## src/rtl/fft_ctrl_pkg.sv

```systemverilog
// Shared definitions for the FFT note scheduler.
// Contents:
//   - state_t: scheduler FSM states (IDLE, SCAN, DECIDE).
//   - Default widths IDW, MAGW and CNTW.
//   - Default loudness threshold THRESHOLD and hold time L_TIME.
package fft_ctrl_pkg;

    localparam int IDW       = 8;
    localparam int MAGW      = 5;
    localparam int CNTW      = 20;
    localparam int THRESHOLD = 8;
    localparam int L_TIME    = 75000;

    typedef enum logic [1:0] {
        IDLE   = 2'd0,
        SCAN   = 2'd1,
        DECIDE = 2'd2
    } state_t;

endpackage

```

## src/rtl/fft_peak_tracker.sv

```systemverilog
// Running peak search over one frame of bin magnitudes.
// Ports:
//   clk, rst             clock; asynchronous active-low reset
//   clear                restart the search (peak and index go to 0)
//   smp_en               smp_data/smp_idx hold a valid bin this cycle
//   smp_idx, smp_data    bin index and magnitude being offered
//   peak_idx, peak_magn  best bin seen since the last clear
module fft_peak_tracker #(
    parameter int IDW     = fft_ctrl_pkg::IDW,
    parameter int MAGW    = fft_ctrl_pkg::MAGW,
    parameter int MIN_BIN = 1
) (
    input  logic            clk,
    input  logic            rst,
    input  logic            clear,
    input  logic            smp_en,
    input  logic [IDW-1:0]  smp_idx,
    input  logic [MAGW-1:0] smp_data,
    output logic [IDW-1:0]  peak_idx,
    output logic [MAGW-1:0] peak_magn
);

    localparam logic [IDW-1:0] MIN_IDX = IDW'(MIN_BIN);

    // Strict greater-than: on a tie the earlier (lower) bin is kept.
    // Bins below MIN_IDX (DC) are read but never compete.
    always_ff @(posedge clk or negedge rst) begin
        if (!rst) begin
            peak_idx  <= '0;
            peak_magn <= '0;
        end else if (clear) begin
            peak_idx  <= '0;
            peak_magn <= '0;
        end else if (smp_en && (smp_idx >= MIN_IDX) && (smp_data > peak_magn)) begin
            peak_idx  <= smp_idx;
            peak_magn <= smp_data;
        end
    end

endmodule

```

## src/rtl/fft_note_scheduler.sv

```systemverilog
// Reads one FFT magnitude frame out of the bin buffer after each frame-complete
// pulse, picks the peak bin, and emits a note event when the peak is loud, has
// been the same bin for STABLE frames, and the post-event hold has expired.
// Ports:
//   clk, rst        clock; asynchronous active-low reset
//   i_frame_start   frame complete pulse (accepted only in IDLE)
//   o_rd_en         bin buffer read strobe
//   o_rd_addr       bin address, holds last value after a scan
//   i_rd_data       bin magnitude, one cycle after o_rd_en
//   o_busy          scan or decision in progress
//   o_valid         one-cycle note event pulse
//   o_max_id        bin of the last emitted event
//   o_max_magn      magnitude of the last emitted event
//   o_overrun       one-cycle pulse: frame start arrived while busy
//
// state  | meaning
// IDLE   | waiting for i_frame_start
// SCAN   | issuing reads for bins 0..NBIN-1 and folding in returned data
// DECIDE | one cycle: loudness, stability and hold check, maybe emit
module fft_note_scheduler #(
    parameter int NBIN      = 256,
    parameter int IDW       = fft_ctrl_pkg::IDW,
    parameter int MAGW      = fft_ctrl_pkg::MAGW,
    parameter int MIN_BIN   = 1,
    parameter int THRESHOLD = fft_ctrl_pkg::THRESHOLD,
    parameter int STABLE    = 2,
    parameter int L_TIME    = fft_ctrl_pkg::L_TIME,
    parameter int CNTW      = fft_ctrl_pkg::CNTW
) (
    input  logic            clk,
    input  logic            rst,
    input  logic            i_frame_start,
    output logic            o_rd_en,
    output logic [IDW-1:0]  o_rd_addr,
    input  logic [MAGW-1:0] i_rd_data,
    output logic            o_busy,
    output logic            o_valid,
    output logic [IDW-1:0]  o_max_id,
    output logic [MAGW-1:0] o_max_magn,
    output logic            o_overrun
);
    import fft_ctrl_pkg::*;

    localparam int              SW         = $clog2(STABLE + 1);
    localparam logic [IDW-1:0]  LAST_ADDR  = IDW'(NBIN - 1);
    localparam logic [SW-1:0]   STABLE_MAX = SW'(STABLE);
    localparam logic [MAGW-1:0] THR        = MAGW'(THRESHOLD);
    localparam logic [CNTW-1:0] HOLD_LOAD  = CNTW'(L_TIME);

    state_t          state_q, state_d;
    logic            start_acc;
    logic            rd_en_q, smp_en_q;
    logic [IDW-1:0]  rd_addr_q, smp_idx_q;
    logic [IDW-1:0]  pk_idx;
    logic [MAGW-1:0] pk_magn;
    logic [IDW-1:0]  cand_q, cand_d;
    logic [SW-1:0]   stable_q, stable_d;
    logic [CNTW-1:0] hold_q;
    logic            loud, emit;
    logic            valid_q, overrun_q;
    logic [IDW-1:0]  max_id_q;
    logic [MAGW-1:0] max_magn_q;

    fft_peak_tracker #(
        .IDW     (IDW),
        .MAGW    (MAGW),
        .MIN_BIN (MIN_BIN)
    ) u_peak (
        .clk       (clk),
        .rst       (rst),
        .clear     (start_acc),
        .smp_en    (smp_en_q),
        .smp_idx   (smp_idx_q),
        .smp_data  (i_rd_data),
        .peak_idx  (pk_idx),
        .peak_magn (pk_magn)
    );

    always_ff @(posedge clk or negedge rst) begin
        if (!rst) state_q <= IDLE;
        else      state_q <= state_d;
    end

    always_comb begin
        state_d   = state_q;
        start_acc = 1'b0;
        loud      = 1'b0;
        emit      = 1'b0;
        cand_d    = cand_q;
        stable_d  = stable_q;
        case (state_q)
            IDLE: begin
                if (i_frame_start) begin
                    start_acc = 1'b1;
                    state_d   = SCAN;
                end
            end
            // Reads have stopped and the last returned sample is being folded in.
            SCAN: begin
                if (!rd_en_q && smp_en_q) state_d = DECIDE;
            end
            DECIDE: begin
                state_d = IDLE;
                loud    = pk_magn > THR;
                if (loud && (pk_idx == cand_q)) begin
                    stable_d = (stable_q >= STABLE_MAX) ? STABLE_MAX : stable_q + 1'b1;
                end else if (loud) begin
                    cand_d   = pk_idx;
                    stable_d = SW'(1);
                end else begin
                    stable_d = '0;
                end
                emit = loud && (stable_d == STABLE_MAX) && (hold_q == '0);
            end
            default: state_d = IDLE;
        endcase
    end

    // Read address issue; the sample strobe is the read strobe one cycle late,
    // matching the buffer's one-cycle read latency.
    always_ff @(posedge clk or negedge rst) begin
        if (!rst) begin
            rd_en_q   <= 1'b0;
            rd_addr_q <= '0;
            smp_en_q  <= 1'b0;
            smp_idx_q <= '0;
        end else begin
            smp_en_q  <= rd_en_q;
            smp_idx_q <= rd_addr_q;
            if (start_acc) begin
                rd_en_q   <= 1'b1;
                rd_addr_q <= '0;
            end else if (rd_en_q) begin
                if (rd_addr_q == LAST_ADDR) rd_en_q   <= 1'b0;
                else                        rd_addr_q <= rd_addr_q + 1'b1;
            end
        end
    end

    always_ff @(posedge clk or negedge rst) begin
        if (!rst) begin
            cand_q     <= '0;
            stable_q   <= '0;
            hold_q     <= '0;
            valid_q    <= 1'b0;
            max_id_q   <= '0;
            max_magn_q <= '0;
            overrun_q  <= 1'b0;
        end else begin
            cand_q    <= cand_d;
            stable_q  <= stable_d;
            valid_q   <= emit;
            overrun_q <= i_frame_start && (state_q != IDLE);
            if (emit) begin
                hold_q     <= HOLD_LOAD;
                max_id_q   <= pk_idx;
                max_magn_q <= pk_magn;
            end else if (hold_q != '0) begin
                hold_q <= hold_q - 1'b1;
            end
        end
    end

    assign o_rd_en    = rd_en_q;
    assign o_rd_addr  = rd_addr_q;
    assign o_busy     = (state_q != IDLE);
    assign o_valid    = valid_q;
    assign o_max_id   = max_id_q;
    assign o_max_magn = max_magn_q;
    assign o_overrun  = overrun_q;

endmodule

```

## config.mk

```make
export PLATFORM = sky130hd
export DESIGN_NAME = fft_note_scheduler
export DESIGN_NICKNAME = d
export VERILOG_FILES = /design/src/rtl/fft_ctrl_pkg.sv /design/src/rtl/fft_peak_tracker.sv /design/src/rtl/fft_note_scheduler.sv
export SDC_FILE = /design/constraint.sdc
export NUM_CORES = 1
export LEC_CHECK = 0
export ABC_AREA = 1
export BUFFER_PORTS_ARGS = -buffer_cell sky130_fd_sc_hd__clkbuf_2
export CORE_ASPECT_RATIO = 0.5
export CORE_MARGIN = 2
export CORE_UTILIZATION = 42
export DETAILED_ROUTE_END_ITERATION = 10
export GPL_ROUTABILITY_DRIVEN = 0
export PLACE_DENSITY_LB_ADDON = 0.2
export SLEW_MARGIN = 20
export SYNTH_ARGS = -nofsm -noshare
export SYNTH_HDL_FRONTEND = slang
export SYNTH_SLANG_ARGS = --single-unit
export TNS_END_PERCENT = 30
```

## constraint.sdc

```tcl
create_clock -name clk -period 1.68 [get_ports clk]
set_input_delay 0.168 -clock clk [delete_from_list [all_inputs] [get_ports clk]]
set_output_delay 0.168 -clock clk [all_outputs]
set_load 0.1 [all_outputs]
```

==> reports/qor.txt <==
Worst hold margin - 54.8 ps
Synthesized Nets - 452
Seq cells post-synth - 78
Drt wl/cell - 12.4 um
CP startpoint kind - flip-flop
Bufs and invs on worst path - 2
Vias - 2913
Fin crit share - 97.5%
Vias per cell - 4.65
Clock skew - 6.91 ps
Crit path cell chain - inv_2 -> ha_4 -> nand2_4 -> nor2_8 -> nand2_4 -> nor3_4 -> nand3_4 -> buf_12 -> nand2_1 -> o21ai_2
Slowest CP cell - dfrtp_1
Synth Area per Inst - 8.54 um^2
Total Neg Setup Slack - 0 ps
Die Wd - 137 um
# diodes - 0
CTS tree - done
Final non-filler cell total - 627
Ys async rst share - 100%
Final-report setup violation count - 0
Worst r2r path cells - 10
Synth Cell Area - 3730 um^2
All-Layer GR Usage - 17.6%
Clock power share - 20.7%
PortBufs - 32
Sw frac - 43.8%
Total core area - 8680 um^2
VDD IR max - 0.00149 V
RSZ-0062 raised after global routing - yes
HP Start - i_rd_data[0]
CP max stage delay - 380 ps
Max cap viols - 0
Dominant cell type by area after synthesis - dfrtp_1
Site Rows - 24
Clk_lat worst skew - 340 ps
Highest-count cells in the layout ignoring fill and taps - 117 x nand2_1, 69 x dfrtp_1, 48 x inv_1, 38 x nor2_1, 30 x clkbuf_2
Detail Route Antenna Nets - 0
Outcome - finished, final reports clean
Root Buffer - clkbuf_16
Top post-synthesis cells by area - dfrtp_1 52%, nand2_1 13%, inv_1 5.5%, nor2_1 5.0%, o21ai_2 3.1%
Slew headroom - 63.9%
Worst Setup SP - hold_q[1]
Leak - 2.41 nW
Die area - 9700 um^2
Fin. max-slew vios - 0
Yosys warns - 0
Die Ht - 70.6 um
Initial antenna violation count - 0
Design area - 4850 um^2
Reg2reg start - hold_q[1]
Layout cells sized above 1 - 31.4%
Top delay family on crit path - simple AND/OR/NAND/NOR gates
Post-layout min period - 1640 ps
Placed cells - 608
Max Fanout on Critical Path - 16
Starting Density - 43.0%
Post-synth cell types - 33
Final HPWL DP - 5430 um
DRC Markers - 0
Hold Path Stages - 3
Post-synthesis sequential area ratio - 52.3%
Fin. Hold Viols - 0
Pwr dens - 1820 nW/um^2
Layout net count - 520
Setup CP Type - reg2reg
Switch Pwr - 3.88 mW
Crit. End Element - flip-flop
Layout area overhead - 30.1%
Required time of the critical path - 1910 ps
TritonCTS buffer count - 9
Placed inst area - 4310 um^2
Remaining Overflow, GRT - 0
Hold Crit Class - in2reg
Largest net degree at the start of global routing - 36
Int Power - 4.97 mW
Initial DRC Count - 179
First-pass GRT wire length - 13000 um
Worst-margin pin slew - 544 ps
Clock buffer depth - 2
Post-synth top flop - dfrtp_1
Logic gate share of total power - 44.9%
Post-synth top area share - 52.3%
Clock sinks - 78
CP arrival - 1870 ps
Vias in the first global route - 2756
Most common cell after layout, fill and taps aside - nand2_1
H-tree Lvls - 3
Sequential power share - 34.4%
Ports - 33
Post-synth EDFFs - 0
Critical Path Most Common Cell - nand2_4
Instance count of the mapped netlist - 437
CP Depth - 10
Final WL - 7770 um
Max frequency - 0.610 GHz
Drt pass-1 iters - 4
Worst-path clk slew - 60 ps
-- flip-flops by register name, summed over array words and instances (netlist names) --
register          cells
hold_q               20
o_valid               1
state_q               2
cand_q                8
o_rd_addr             8
o_rd_en               1
o_overrun             1
smp_idx_q             8
stable_q              2
smp_en_q              1
u_peak.peak_idx       8
u_peak.peak_magn      5
o_max_magn            5
o_max_id              8
-- synth_stat cells, types with 3 or more instances --
master and n:
nand2_1 127, xnor2_1 8, a21oi_1 10, dfrtp_1 78, inv_2 3, ha_1 7
inv_1 55, nor2_1 50, nor3_1 4, o21ai_2 13, nor2_2 5, o21ai_1 4
buf_6 3, xor2_1 8, nand3_1 22, o21ai_0 15, nand4_1 3
-- final cells by class --
class | instances | area [um^2]
Inverter | 58 | 221
Clock inverter | 5 | 33.8
Sequential cell | 78 | 1970
Multi-Input combinational cell | 295 | 1770
Tap cell | 117 | 146
Fill cell | 766 | 3820
Clock buffer | 11 | 253
Timing Repair Buffer | 63 | 455
-- tightest hold or removal path: cells and delay by family --
kind / cells / cell delay (ps)
buffers and inverters: 1 / 90
and+or+nand+nor: 2 / 100
-- per-stage QoR --
step	power, mW	utilization (%)	setup WS, ps
floorplan	5.56	-	-104
global placement	6.45	49.6	52.2
detailed placement	6.48	49.6	25.6
CTS	8.37	53.1	9.48
global route	9.53	55.9	-50.8
finish	8.84	55.9	41.4
-- metal layers --
metal	share of wire (%)	wire length, um	up-vias	track usage, %
met5	0	0	-	0
met4	1.8	136	0	5.61
met3	4.1	316	11	6.88
met2	46	3550	46	25.8
met1	48	3770	1356	24.1
li1	-	-	1500	-
-- power groups by stage --
| stage | Clock, mW | Combinational (mW) | Sequential (mW) |
|---|---|---|---|
| final | 1.83 | 3.97 | 3.04 |
| after global routing | 1.98 | 4.40 | 3.15 |
| after CTS | 1.89 | 3.48 | 3.00 |
| after detailed placement | 0 | 3.45 | 3.03 |
| after global placement | 0 | 3.44 | 3.01 |
| after floorplan | 0 | 1.88 | 3.68 |
-- cell families (layout without fill, tap and decap cells) --
family          count (synthesis)  after routing  share of synthesized area (%)
compound gates                 50             50                           8.49
xor+xnor                       16             16                           3.76
simple gates                  222            222                           26.0
fa+ha+maj                       7              7                           2.35
buf+inv                        64            137                           7.11
flops                          78             78                           52.3
-- path summary, 6_finish.rpt --
kind / slack [ps] / end
max reg2reg: 40 / o_max_magn[3]
max in group asynchronous: 820 / stable_q[0]
min: 50 / u_peak.peak_magn[0]
min reg2reg: 420 / smp_idx_q[4]
min in group asynchronous: 300 / hold_q[5]
max: 40 / o_max_magn[3]
-- what timing repair did --
item / in CTS / in global routing
hold buffers: 1 / 0
hold endpoints to repair: 26 / 0
gates resized for setup: 0 / 56
endpoints found under the setup margin: 0 / 49
setup buffers: 0 / 1
Power figures use the tool's default switching activity.
